[config.mk]
export PLATFORM = sky130hd
export DESIGN_NAME = bin_to_bcd_seq
export DESIGN_NICKNAME = d
export VERILOG_FILES = /design/src/rtl/bcd_pkg.sv /design/src/rtl/bcd_add3.sv /design/src/rtl/bin_to_bcd_seq.sv
export SDC_FILE = /design/constraint.sdc
export NUM_CORES = 1
export LEC_CHECK = 0
export CORE_MARGIN = 2
export CORE_UTILIZATION = 35
export DETAILED_ROUTE_END_ITERATION = 10
export SKIP_LAST_GASP = 1
export SLEW_MARGIN = 40
export SYNTH_ARGS = -nofsm -noshare
export SYNTH_HDL_FRONTEND = slang
export SYNTH_HIERARCHICAL = 1
export SYNTH_SLANG_ARGS = --single-unit
[constraint.sdc]
create_clock -name clk -period 2.1 [get_ports clk]
set_clock_uncertainty 0.1 [all_clocks]
set_input_delay 0.21 -clock clk [delete_from_list [all_inputs] [get_ports clk]]
set_output_delay 0.21 -clock clk [all_outputs]
set_load 0.005 [all_outputs]
[src/rtl/bcd_pkg.sv]
// Shared BCD definitions for the binary-to-BCD converter and the seven-segment
// cathode decoder, so both agree on digit width, digit ordering and range.
package bcd_pkg;

  localparam int NIBBLE_W   = 4;
  localparam int DEF_BIN_W  = 14;
  localparam int DEF_DIGITS = 4;

  typedef logic [NIBBLE_W-1:0] bcd_digit_t;

  typedef enum logic [1:0] {
    IDLE,
    SHIFT,
    DONE
  } state_t;

  // Largest value a display of 'digits' BCD digits can show (10^digits - 1).
  function automatic int bcd_max_val(input int digits);
    int v;
    v = 1;
    for (int i = 0; i < digits; i++) begin
      v = v * 10;
    end
    return v - 1;
  endfunction

  localparam int DEF_MAX_VAL = bcd_max_val(DEF_DIGITS);

endpackage

[src/rtl/bcd_add3.sv]
// Double-dabble digit correction: a BCD digit of 5 or more gets +3 before the
// next left shift, so the shift carries correctly into the next decade.
module bcd_add3
  import bcd_pkg::*;
(
  input  bcd_digit_t i_digit,
  output bcd_digit_t o_digit
);

  always_comb begin
    o_digit = i_digit;
    if (i_digit >= NIBBLE_W'(5)) begin
      o_digit = i_digit + NIBBLE_W'(3);
    end
  end

endmodule

[src/rtl/bin_to_bcd_seq.sv]
// Sequential double-dabble converter: one shift per clock, result and overflow
// flag held stable between conversions for the scanned display.
module bin_to_bcd_seq
  import bcd_pkg::*;
#(
  parameter int BIN_W   = DEF_BIN_W,
  parameter int DIGITS  = DEF_DIGITS,
  parameter int MAX_VAL = bcd_max_val(DIGITS)
) (
  input  logic                       clk,
  input  logic                       rst,
  input  logic                       start,
  input  logic [BIN_W-1:0]           bin_in,
  output logic                       busy,
  output logic                       done,
  output logic [NIBBLE_W*DIGITS-1:0] bcd_out,
  output logic                       ovf
);

  localparam int BCD_W = NIBBLE_W * DIGITS;
  localparam int REG_W = BCD_W + BIN_W;
  localparam int CNT_W = $clog2(BIN_W + 1);
  localparam logic [BIN_W-1:0] MAX_BIN  = BIN_W'(MAX_VAL);
  localparam logic [CNT_W-1:0] LAST_CNT = CNT_W'(BIN_W - 1);

  state_t             r_state;
  state_t             w_nextState;
  logic [REG_W-1:0]   r_shreg;
  logic [CNT_W-1:0]   r_cnt;
  logic               r_ovfNext;
  logic [BCD_W-1:0]   r_bcdOut;
  logic               r_ovf;

  logic [REG_W-1:0]   w_adjusted;
  logic [REG_W-1:0]   w_shifted;
  logic               w_overRange;
  logic [BIN_W-1:0]   w_binSat;
  logic               w_lastShift;

  assign w_overRange = (bin_in > MAX_BIN);
  assign w_binSat    = w_overRange ? MAX_BIN : bin_in;
  assign w_lastShift = (r_cnt == LAST_CNT);

  for (genvar g = 0; g < DIGITS; g++) begin : gen_add3
    bcd_add3 u_add3 (
      .i_digit (r_shreg[BIN_W + g*NIBBLE_W +: NIBBLE_W]),
      .o_digit (w_adjusted[BIN_W + g*NIBBLE_W +: NIBBLE_W])
    );
  end

  assign w_adjusted[BIN_W-1:0] = r_shreg[BIN_W-1:0];
  assign w_shifted             = w_adjusted << 1;

  always_comb begin
    w_nextState = r_state;
    busy        = 1'b0;
    done        = 1'b0;
    unique case (r_state)
      IDLE: begin
        if (start) begin
          w_nextState = SHIFT;
        end
      end
      SHIFT: begin
        busy = 1'b1;
        if (w_lastShift) begin
          w_nextState = DONE;
        end
      end
      DONE: begin
        busy        = 1'b1;
        done        = 1'b1;
        w_nextState = IDLE;
      end
      default: begin
        w_nextState = IDLE;
      end
    endcase
  end

  // The result registers load on the final shift so they are already valid
  // during the DONE cycle, together with the done pulse.
  always_ff @(posedge clk) begin
    if (rst) begin
      r_state   <= IDLE;
      r_shreg   <= '0;
      r_cnt     <= '0;
      r_ovfNext <= 1'b0;
      r_bcdOut  <= '0;
      r_ovf     <= 1'b0;
    end else begin
      r_state <= w_nextState;
      case (r_state)
        IDLE: begin
          if (start) begin
            r_shreg   <= {{BCD_W{1'b0}}, w_binSat};
            r_cnt     <= '0;
            r_ovfNext <= w_overRange;
          end
        end
        SHIFT: begin
          r_shreg <= w_shifted;
          r_cnt   <= r_cnt + CNT_W'(1);
          if (w_lastShift) begin
            r_bcdOut <= w_shifted[REG_W-1 -: BCD_W];
            r_ovf    <= r_ovfNext;
          end
        end
        default: begin
        end
      endcase
    end
  end

  assign bcd_out = r_bcdOut;
  assign ovf     = r_ovf;

endmodule

==> After elaboration in Yosys (flattened, before gate mapping) <==
Index checks and enable logic that the tools add are counted.
{ "totals": {"reg_bits": 54, "in_bits": 17, "out_inout_bits": 19, "elab_cells": 42} }
{ "classes": {"add_sub_neg": 5, "order_cmp": 5, "n_eq_ne": 5, "n_mux": 14, "n_reduce_logical": 7} }
{ "ops": {"columns": ["cell", "count"], "rows": [
  ["$pmux W30 S2", 1],
  ["$mux W30", 1],
  ["$ge A4 B3 Y1 const B", 4],
  ["$mux W4", 4],
  ["$gt A14 B14 Y1 const B", 1],
  ["$mux W14", 1],
  ["$add A4 B2 Y4 const B", 3],
  ["$pmux W4 S2", 1],
  ["$reduce_and A2 Y1", 4],
  ["$add A4 B1 Y4 const B", 1],
  ["$eq A4 B4 Y1 const B", 1],
  ["$mux W2", 2],
  ["$ne A2 B2 Y1 const B", 2],
  ["$pmux W2 S2", 1],
  ["$add A3 B2 Y3 const B", 1],
  ["$mux W3", 1],
  ["$eq A2 B1 Y1 const B", 1],
  ["$eq A2 B2 Y1 const B", 1],
  ["$logic_not A2 Y1", 1],
  ["$mux W1", 2],
  ["$reduce_bool A2 Y1", 1],
  ["$reduce_or A2 Y1", 1]
]} }

==> Depth between registers and ports, before layout <==
Gate-level depths: netlist of run 1.
{ "logic_depth": {"ltp_word": 4, "depth_mapped": 9, "depth_no_buf": 7} }

==> Cells and area by module <==
Netlist of run 1, hierarchy kept.
{ "modules_own_cells": {"columns": ["module", "instances", "cells_each", "area_per_inst_um2", "seq_area_each_um2"], "rows": [
  ["bin_to_bcd_seq", 1, 266, 2311.0, 1081.0],
  ["bcd_add3", 4, 16, 101.3, 0.0]
]} }

==> Least setup slack after synthesis of run 1 <==
No wires, ideal clock.
{ "synth_timing": {"path_type": "flip-flop to flip-flop", "startpoint": "register r_state[1]", "endpoint": "register r_shreg[7]", "setup_ns": 0.075, "arrival_time_ns": 1.438, "required_time_ns": 1.925, "path_slack_ns": 0.487, "path_stages_with_launch": 7, "path_buffers": 2, "period_less_slack_ns": 1.613, "path_cell_list": "dfxtp_1 > inv_1 > ha_1 > buf_2 > buf_4 > or3_4 > o22ai_1"} }
{ "synth_via": {"elab_chain_cells": 3, "word_cells_on_any_way": 6, "classes_between": "eq/ne: 2; mux: 1; reduce/logical: 3"} }
{ "synth_rtl": {"columns": ["element", "line", "text"], "rows": [
  ["from (decl)", "bin_to_bcd_seq.sv:26", "state_t r_state;"],
  ["from (signal assigned)", "bin_to_bcd_seq.sv:92", "r_state <= w_nextState;"],
  ["$eq A2 B1 Y1 / $logic_not A2 Y1 (equally long branches)", "bin_to_bcd_seq.sv:93", "case (r_state)"],
  ["$reduce_bool A2 Y1 (no line) / $ne A2 B2 Y1 (equally long branches)", null, null],
  ["$reduce_and A2 Y1 (no line)", null, null],
  ["to (signal assigned)", "bin_to_bcd_seq.sv:96", "r_shreg <= {{BCD_W{1'b0}}, w_binSat};"],
  ["to (signal assigned)", "bin_to_bcd_seq.sv:102", "r_shreg <= w_shifted;"],
  ["to (decl)", "bin_to_bcd_seq.sv:28", "logic [REG_W-1:0] r_shreg;"]
]} }
Several ways; a longest one is shown, not always the timed one.
A chain may end at the register's enable or synchronous reset.

==> Worst setup path in the final report of run 1 <==
{ "layout_timing": {"startpoint": "register r_state[1]", "endpoint": "register r_shreg[20]"} }
Same word-level chain as after synthesis.

==> results of run 1 <==
## placed cells by master, fill, tap and decap left out, types with 2 or more instances in the layout
master,instances
clkbuf_8,5
xnor2_1,4
dfxtp_1,54
clkdlybuf4s50_1,34
o221ai_1,3
buf_12,2
nand2_1,56
nand2_2,2
a21oi_2,4
nor2_1,38
o221a_1,3
buf_4,9
ha_1,13
a21oi_1,24
a22oi_1,17
or3_4,2
o22ai_1,7
a211oi_1,6
a221oi_1,5
o21ai_1,8
mux2_1,3
inv_1,12
nor3_1,5
o21ai_0,7
nand2b_1,10
nand3_1,2
mux2i_1,9
## layer usage
| metal | track usage (%) | up-vias | routed length (um) |
|---|---|---|---|
| li1 | - | 1210 | - |
| met1 | 19.75 | 1078 | 2874 |
| met2 | 24.51 | 37 | 2615 |
| met3 | 2.629 | 7 | 174 |
| met4 | 5.224 | 0 | 95 |
| met5 | 0 | - | 0 |
## power groups by stage
stage	clock [W]	combinational, W	sequential, W
after floorplan	0	0.000205	0.00111
after global placement	0	0.000311	0.00111
after detailed placement	0	0.000314	0.00111
after CTS	0.000622	0.000313	0.00109
after global routing	0.000659	0.000344	0.00110
final	0.000596	0.000311	0.00109
## path summary, 6_finish.rpt
path	startpoint	end	slack, ns	cells past startpoint
worst min-delay path	rst	r_shreg[8]$_SDFFE_PP0P_	0.16	2
worst min register to register	bcd_out[11]$_SDFFE_PP0P_	bcd_out[11]$_SDFFE_PP0P_	0.36	2
worst max-delay path	r_state[1]$_SDFFE_PP0P_	r_shreg[20]$_SDFFE_PP0P_	0.23	7
worst max register to register	r_state[1]$_SDFFE_PP0P_	r_shreg[20]$_SDFFE_PP0P_	0.23	7
## per-stage QoR
stage | setup WS, ns | total power, W
global placement | 0.2142 | 0.001425
CTS | 0.1986 | 0.002026
global route | 0.01105 | 0.002101
detailed placement | 0.1976 | 0.001428
finish | 0.2261 | 0.001998
floorplan | 0.4866 | 0.001310
## sequential cells by signal, indices dropped and copies added (netlist names)
| register | cells |
|---|---|
| r_cnt | 4 |
| bcd_out | 16 |
| ovf | 1 |
| r_shreg | 30 |
| r_ovfNext | 1 |
| r_state | 2 |
## critical path, cell delays in order (launching register included)
cell	delay (ns)
dfxtp_1	0.37
inv_1	0.07
ha_1	0.32
nor2b_1	0.21
buf_4	0.17
nor2_4	0.32
a22oi_1	0.15
nor2_1	0.11
## layout make-up
type,instances,share of cell area [%]
Multi-Input combinational cell,240,44.82
Sequential cell,54,33.13
Timing Repair Buffer,46,13.88
Tap cell,102,3.911
Clock buffer,5,2.109
Inverter,13,1.495
Clock inverter,3,0.6518
==> flow_summary.yaml, run 1 <==
status:
  status: "complete, no violations"
finish:
  drive_gt1_share_pct: 8.864
  syn2layout_area_growth_pct: 21.02
  final_cells: 463
  fin_nets: 390
  diodes: 0
  final_area_mm2: 0.003263
  nFillCells: 769
  multi_input_area_mm2: 0.001463
  utilization_pct: 42.89
  seqCellArea_mm2: 0.001081
timing:
  finalCritPeriodShare_pct: 89.23
  finalMaxSlewViolations: 0
  relSlewSlack_pct: 60.96
  setup_violations: 0
  worstMarginPinSlew_ns: 0.5855
  holdWs_ns: 0.1649
  fin_tns_setup_ns: 0
  max_freq_ghz: 0.5336
  min_period_ns: 1.874
  rsz0062_at_grt: "no"
  finalHoldViolCount: 0
worst_setup_path:
  crit_arrival_ns: 2.04
  worstSetupStartpointType: "register"
  path_class: "reg2reg"
  cp-end-kind: "register"
  crit_fanout: 16
  required_ns: 2.26
power:
  p_clk_share_pct: 29.8
  power_density_mw_per_mm2: 612.4
  p_int_w: 0.001437
  p_sw_share_pct: 28.10
  leakagePower_nw: 1.153
  comb_power_share_pct: 15.5
  power.net_switching_w: 0.0005614
  peakVddDrop_mv: 0.3243
  pwr-share-seq_pct: 54.6
synth:
  avgSynthCellArea_um2: 8.271
  syn-num-nets: 356
  netlist_instances: 326
  yosysWarnings: 6
  syn-cell-area_mm2: 0.002696
place:
  hpwl_mm: 4.002
  io_buffers: 35
  dp.cells: 455
  gp_congestion: 0.8439
  placed_area_mm2: 0.003173
clock_tree:
  h-tree-depth: 2
  ctsResizeCount: 0
  cts.sinks: 54
  cts_max_path_buffers: 2
  cts_root_buf: "clkbuf_8"
  clk-insertion-delay-late_ns: 0.32
  cts_setup_buffers: 0
  numCtsBuffers: 5
  cts.reportedPaths.clkPinSlew_ns: 0.10
  cts_tree: "built"
  hold_buffers: 0
detailed_routing:
  routed_wl_mm: 5.759
  avgRoutedWirePerCell_um: 12.44
  ant_nets: 0
  vias: 2332
  dr.pass1.iters: 4
  avgViaCountPerCell: 5.037
  drt_iter0_drc: 92
  route.detailed.drc: 0
floorplanning:
  pin_count: 36
  start_util_pct: 35.44
  die_w_um: 91.77
  die_h_um: 91.77
  die-area_mm2: 0.008422
  rows: 32
  core_area_mm2: 0.007607
global_route:
  grt_pass1_vias: 2239
  grtUsageTotal_pct: 14.93
  grt_max_degree: 43
  antenna_found_initial: 0
  grt_overflow_total: 0
  grt_pass1_wl_mm: 10.37
flow_run:
  drv_cap: 0
hold_path:
  hp-class: "in2reg"
Power figures use the tool's default switching activity.
==> run 2, diff against run 1 <==
- CORE_MARGIN: 2 -> not set
==> run 2 against run 1 <==
  * Cell area down 0.19%
  * Global-route usage grew 0.15 points
  * Clock power rose by 3%
  * Setup slack worse by 0.043 ns
  * Non-clock buffer count rose by 1
  * Combinational power barely moved
  * Final cell count is 0.43% lower
  * Register-to-register slack worse by 0.04 ns
  * Core utilization grew 1.5 points
  * Hold slack improved by 0.011 ns
  * Largest cell class unchanged
  * Largest power group unchanged
==> flow_summary.yaml, run 2 (synthesis gave the netlist of run 1 again) <==
power:
  pwr-share-seq_pct: 54.2
  peakVddDrop_mv: 0.2729
  leakagePower_nw: 1.149
  power.net_switching_w: 0.0005763
  p_sw_share_pct: 28.58
  p_int_w: 0.001440
  p_clk_share_pct: 30.3
  comb_power_share_pct: 15.5
  power_density_mw_per_mm2: 619.1
floorplanning:
  die_h_um: 89.77
  core_area_mm2: 0.007331
  die-area_mm2: 0.008059
  pin_count: 36
  die_w_um: 89.77
  start_util_pct: 36.78
  rows: 31
worst_setup_path:
  path_class: "reg2reg"
  crit_slowest_cell: "ha_1"
  crit_fanout: 12
  required_ns: 2.22
  crit_arrival_ns: 2.03
  slowest_delay_ns: 0.44
  cp-end-kind: "register"
  worstSetupStartpointType: "register"
  path_cells: "inv_1 -> ha_1 -> nand2_1 -> or3_4 -> o221a_1"
place:
  dp.cells: 452
  gp_congestion: 0.7392
  io_buffers: 35
  hpwl_mm: 4.125
  dp_slack_ns: 0.1828
finish:
  fin_nets: 391
  final_cells: 461
  syn2layout_area_growth_pct: 20.79
  regMostFlops: "r_shreg"
  drive_gt1_share_pct: 9.116
  final_common_cell: "nand2_1"
  diodes: 0
  nFillCells: 760
  largest_register_ffs: 30
  utilization_pct: 44.43
  final_cell_mix: "nand2_1 (56), dfxtp_1 (54), nor2_1 (38)"
timing:
  holdWs_ns: 0.1760
  min_period_ns: 1.917
  finalCritPeriodShare_pct: 91.30
  relSlewSlack_pct: 57.70
  rsz0062_at_grt: "no"
  max_freq_ghz: 0.5216
  finalMaxSlewViolations: 0
  fin_ws_ns: 0.1828
  worstMarginPinSlew_ns: 0.6346
  setup_violations: 0
  fin_tns_setup_ns: 0
  finalHoldViolCount: 0
clock_tree:
  cts_root_buf: "clkbuf_8"
  cts_max_path_buffers: 2
  cts.reportedPaths.clkPinSlew_ns: 0.10
  cts_setup_buffers: 0
  ctsResizeCount: 0
  h-tree-depth: 2
  clk-insertion-delay-late_ns: 0.32
  cts_tree: "built"
  cts.sinks: 54
  numCtsBuffers: 5
  hold_buffers: 0
detailed_routing:
  drt_iter0_drc: 99
  vias: 2305
  route.detailed.drc: 0
  routed_wl_mm: 5.852
  dr.pass1.iters: 4
  ant_nets: 0
  avgRoutedWirePerCell_um: 12.69
  avgViaCountPerCell: 5.000
global_route:
  grt_pass1_vias: 2161
  grt_overflow_total: 0
  grt_pass1_wl_mm: 10.05
  grt_max_degree: 23
  grtUsageTotal_pct: 15.08
  antenna_found_initial: 0
flow_run:
  drv_cap: 0
status:
  status: "complete, no violations"
hold_path:
  hp-class: "in2reg"
run 2: final cells by class:
class,instances,area [um^2],area share (%)
multi-input combinational,240,1463,44.91
sequential,54,1081,33.19
timing repair buffer,47,447.9,13.75
tap,99,123.9,3.803
clock buffer,5,68.82,2.113
inverter,13,48.80,1.498
clock inverter,3,23.77,0.7299
run 2: power by group through the flow:
stage          registers [W]  clock network, W  logic, W
3_5_place_dp         0.00112                 0  0.000306
2_1_floorplan        0.00111                 0  0.000205
4_1_cts              0.00109          0.000633  0.000307
3_3_place_gp         0.00111                 0  0.000301
6_report             0.00109          0.000611  0.000313
5_1_grt              0.00110          0.000672  0.000345
run 2: worst max-delay path, delay by kind of cell, from the launching register on:
kind / cells / cell delay (ns)
AND/OR/NAND/NOR: 2 / 0.60
adder cells (fa/ha/maj): 1 / 0.44
flip-flops: 1 / 0.33
AO/OA/AOI/OAI: 1 / 0.25
buffers and inverters: 1 / 0.09
run 2: per-layer routing:
metal | routed length [um] | global-route usage (%) | vias to the layer above
li1 | - | - | 1205
met1 | 3032 | 20.25 | 1062
met2 | 2593 | 24.10 | 33
met3 | 151 | 2.792 | 5
met4 | 74 | 5.464 | 0
met5 | 0 | 0 | -
run 2: path summary, 6_finish.rpt:
| kind | end | from | slack [ns] | cells past startpoint |
|---|---|---|---|---|
| max | r_shreg[1]$_SDFFE_PP0P_ | r_state[0]$_SDFFE_PP0P_ | 0.18 | 5 |
| min | r_shreg[10]$_SDFFE_PP0P_ | rst | 0.18 | 2 |
| max reg2reg | r_shreg[1]$_SDFFE_PP0P_ | r_state[0]$_SDFFE_PP0P_ | 0.18 | 5 |
| min reg2reg | bcd_out[4]$_SDFFE_PP0P_ | bcd_out[4]$_SDFFE_PP0P_ | 0.36 | 2 |
run 2: metrics by stage:
step                total power [W]  cell area, um^2
finish                     0.002016             3257
global route               0.002115             3257
CTS                        0.002032             3237
detailed placement         0.001422             3144
global placement           0.001415             3144
floorplan                  0.001310             2696
==> run 3, diff against run 2 <==
- PLACE_DENSITY: not set -> 0.61
- SETUP_SLACK_MARGIN: not set -> 0.2
==> run 3 against run 2 <==
  * Sequential share of layout area down 0.16 points
  * Flip-flop and latch count unchanged
  * Largest cell class unchanged
  * Via count increased by 1.6%
  * Highest routed layer unchanged
  * Sequential power is essentially flat
  * Wire length shrank 4.2%
  * Final cell count is 0.22% lower
  * Hold slack lost 0.066 ns
  * Critical endpoint is now busy
==> flow_summary.yaml, run 3 (synthesis gave the netlist of run 1 again) <==
finish:
  multi_input_area_mm2: 0.001466
  regMostFlops: "r_shreg"
  fin_nets: 390
  drive_gt1_share_pct: 9.972
  final_cell_mix: "nand2_1 (56), dfxtp_1 (52), nor2_1 (38)"
  largest_register_ffs: 30
  nFillCells: 744
  final_common_cell: "nand2_1"
  diodes: 0
  syn2layout_area_growth_pct: 21.67
  seqCellArea_mm2: 0.001084
clock_tree:
  cts.sinks: 54
  numCtsBuffers: 5
  cts_root_buf: "clkbuf_8"
  cts_setup_buffers: 0
  cts_max_path_buffers: 2
  clk-insertion-delay-late_ns: 0.31
  cts.reportedPaths.clkPinSlew_ns: 0.10
  h-tree-depth: 2
  cts_tree: "built"
power:
  p_int_w: 0.001564
  p_sw_share_pct: 26.40
  power_density_mw_per_mm2: 647.6
  pwr-share-seq_pct: 51.4
  peakVddDrop_mv: 0.4398
  total_power_w: 0.002124
  p_clk_share_pct: 34.2
  leakagePower_nw: 1.160
  power.net_switching_w: 0.0005608
  comb_power_share_pct: 14.4
floorplanning:
  die-area_mm2: 0.008059
  die_h_um: 89.77
  die_w_um: 89.77
  rows: 31
  pin_count: 36
  core_area_mm2: 0.007331
  start_util_pct: 36.78
timing:
  finalHoldViolCount: 0
  max_freq_ghz: 0.5414
  fin_tns_setup_ns: 0
  worstMarginPinSlew_ns: 0.4750
  min_period_ns: 1.847
  rsz0062_at_grt: "no"
  finalMaxSlewViolations: 0
  setup_violations: 0
  finalCritPeriodShare_pct: 87.95
  relSlewSlack_pct: 68.34
detailed_routing:
  vias: 2343
  routed_wl_mm: 5.609
  route.detailed.drc: 0
  dr.pass1.iters: 4
  ant_nets: 0
  avgRoutedWirePerCell_um: 12.19
  drt_iter0_drc: 90
  avgViaCountPerCell: 5.093
place:
  hpwl_mm: 3.870
  gp_congestion: 0.7820
  io_buffers: 35
global_route:
  grt_pass1_wl_mm: 9.804
  grt_max_degree: 47
  grt_pass1_vias: 2164
  antenna_found_initial: 0
  grt_overflow_total: 0
  grtUsageTotal_pct: 14.68
hold_path:
  hp-class: "in2reg"
worst_setup_path:
  crit_arrival_ns: 1.54
  crit_fanout: 3
  worstSetupStartpointType: "register"
  required_ns: 1.79
  cp-end-kind: "output pin"
  path_class: "reg2out"
flow_run:
  drv_cap: 0
status:
  status: "complete, no violations"
==> run 3: path summary, 6_finish.rpt <==
check             depth (start not counted)  slack (ns)                     start                        to
setup reg to reg                          6        0.34   r_state[1]$_SDFFE_PP0P_   r_shreg[1]$_SDFFE_PP0P_
hold / removal                            2        0.11                       rst   r_shreg[0]$_SDFFE_PP0P_
setup / recovery                          3        0.25   r_state[1]$_SDFFE_PP0P_                      busy
hold reg to reg                           2        0.36  bcd_out[10]$_SDFFE_PP0P_  bcd_out[10]$_SDFFE_PP0P_
==> run 3: what timing repair did <==
action                     4_1_cts  5_1_grt
setup endpoints to repair        0       34
hold buffers                     0        0
gates resized for setup          0        4
==> run 3: power by group through the flow <==
| stage | clock [W] | combinational (W) | sequential (W) |
|---|---|---|---|
| detailed placement | 0 | 0.000308 | 0.00111 |
| CTS | 0.000750 | 0.000308 | 0.00109 |
| floorplan | 0 | 0.000205 | 0.00111 |
| global route | 0.000789 | 0.000340 | 0.00110 |
| global placement | 0 | 0.000306 | 0.00111 |
| finish | 0.000726 | 0.000307 | 0.00109 |
==> run 3: stage by stage <==
step	hold slack [ns]	utilization, %	instances	setup WS (ns)	instance area, um^2
2_1_floorplan	0.2716	-	326	0.4866	2696
3_3_place_gp	0.3443	43.06	452	0.2254	3157
3_5_place_dp	0.3465	43.06	452	0.1903	3157
4_1_cts	0.09761	44.67	460	0.2232	3274
5_1_grt	0.1389	44.75	460	0.1898	3281
6_report	0.1104	44.75	460	0.2530	3281
==> run 3: worst max-delay path: stages, from the launching register on <==
cell,delay [ns]
dfxtp_2,0.36
inv_1,0.06
ha_2,0.32
clkdlybuf4s50_1,0.49
==> run 3: final cells by class <==
class / count / area share (%)
inverter: 13 / 1.487
clock inverter: 3 / 1.487
tap: 99 / 3.776
clock buffer: 5 / 2.098
sequential: 54 / 33.03
multi-input combinational: 240 / 44.70
timing repair buffer: 46 / 13.42
==> run 3: per-layer routing <==
| metal | part of all wire [%] | global-route usage, % |
|---|---|---|
| met3 | 2.3 | 2.623 |
| met4 | 1.7 | 6.284 |
| met1 | 52 | 19.35 |
| met2 | 44 | 23.53 |
| met5 | 0 | 0 |
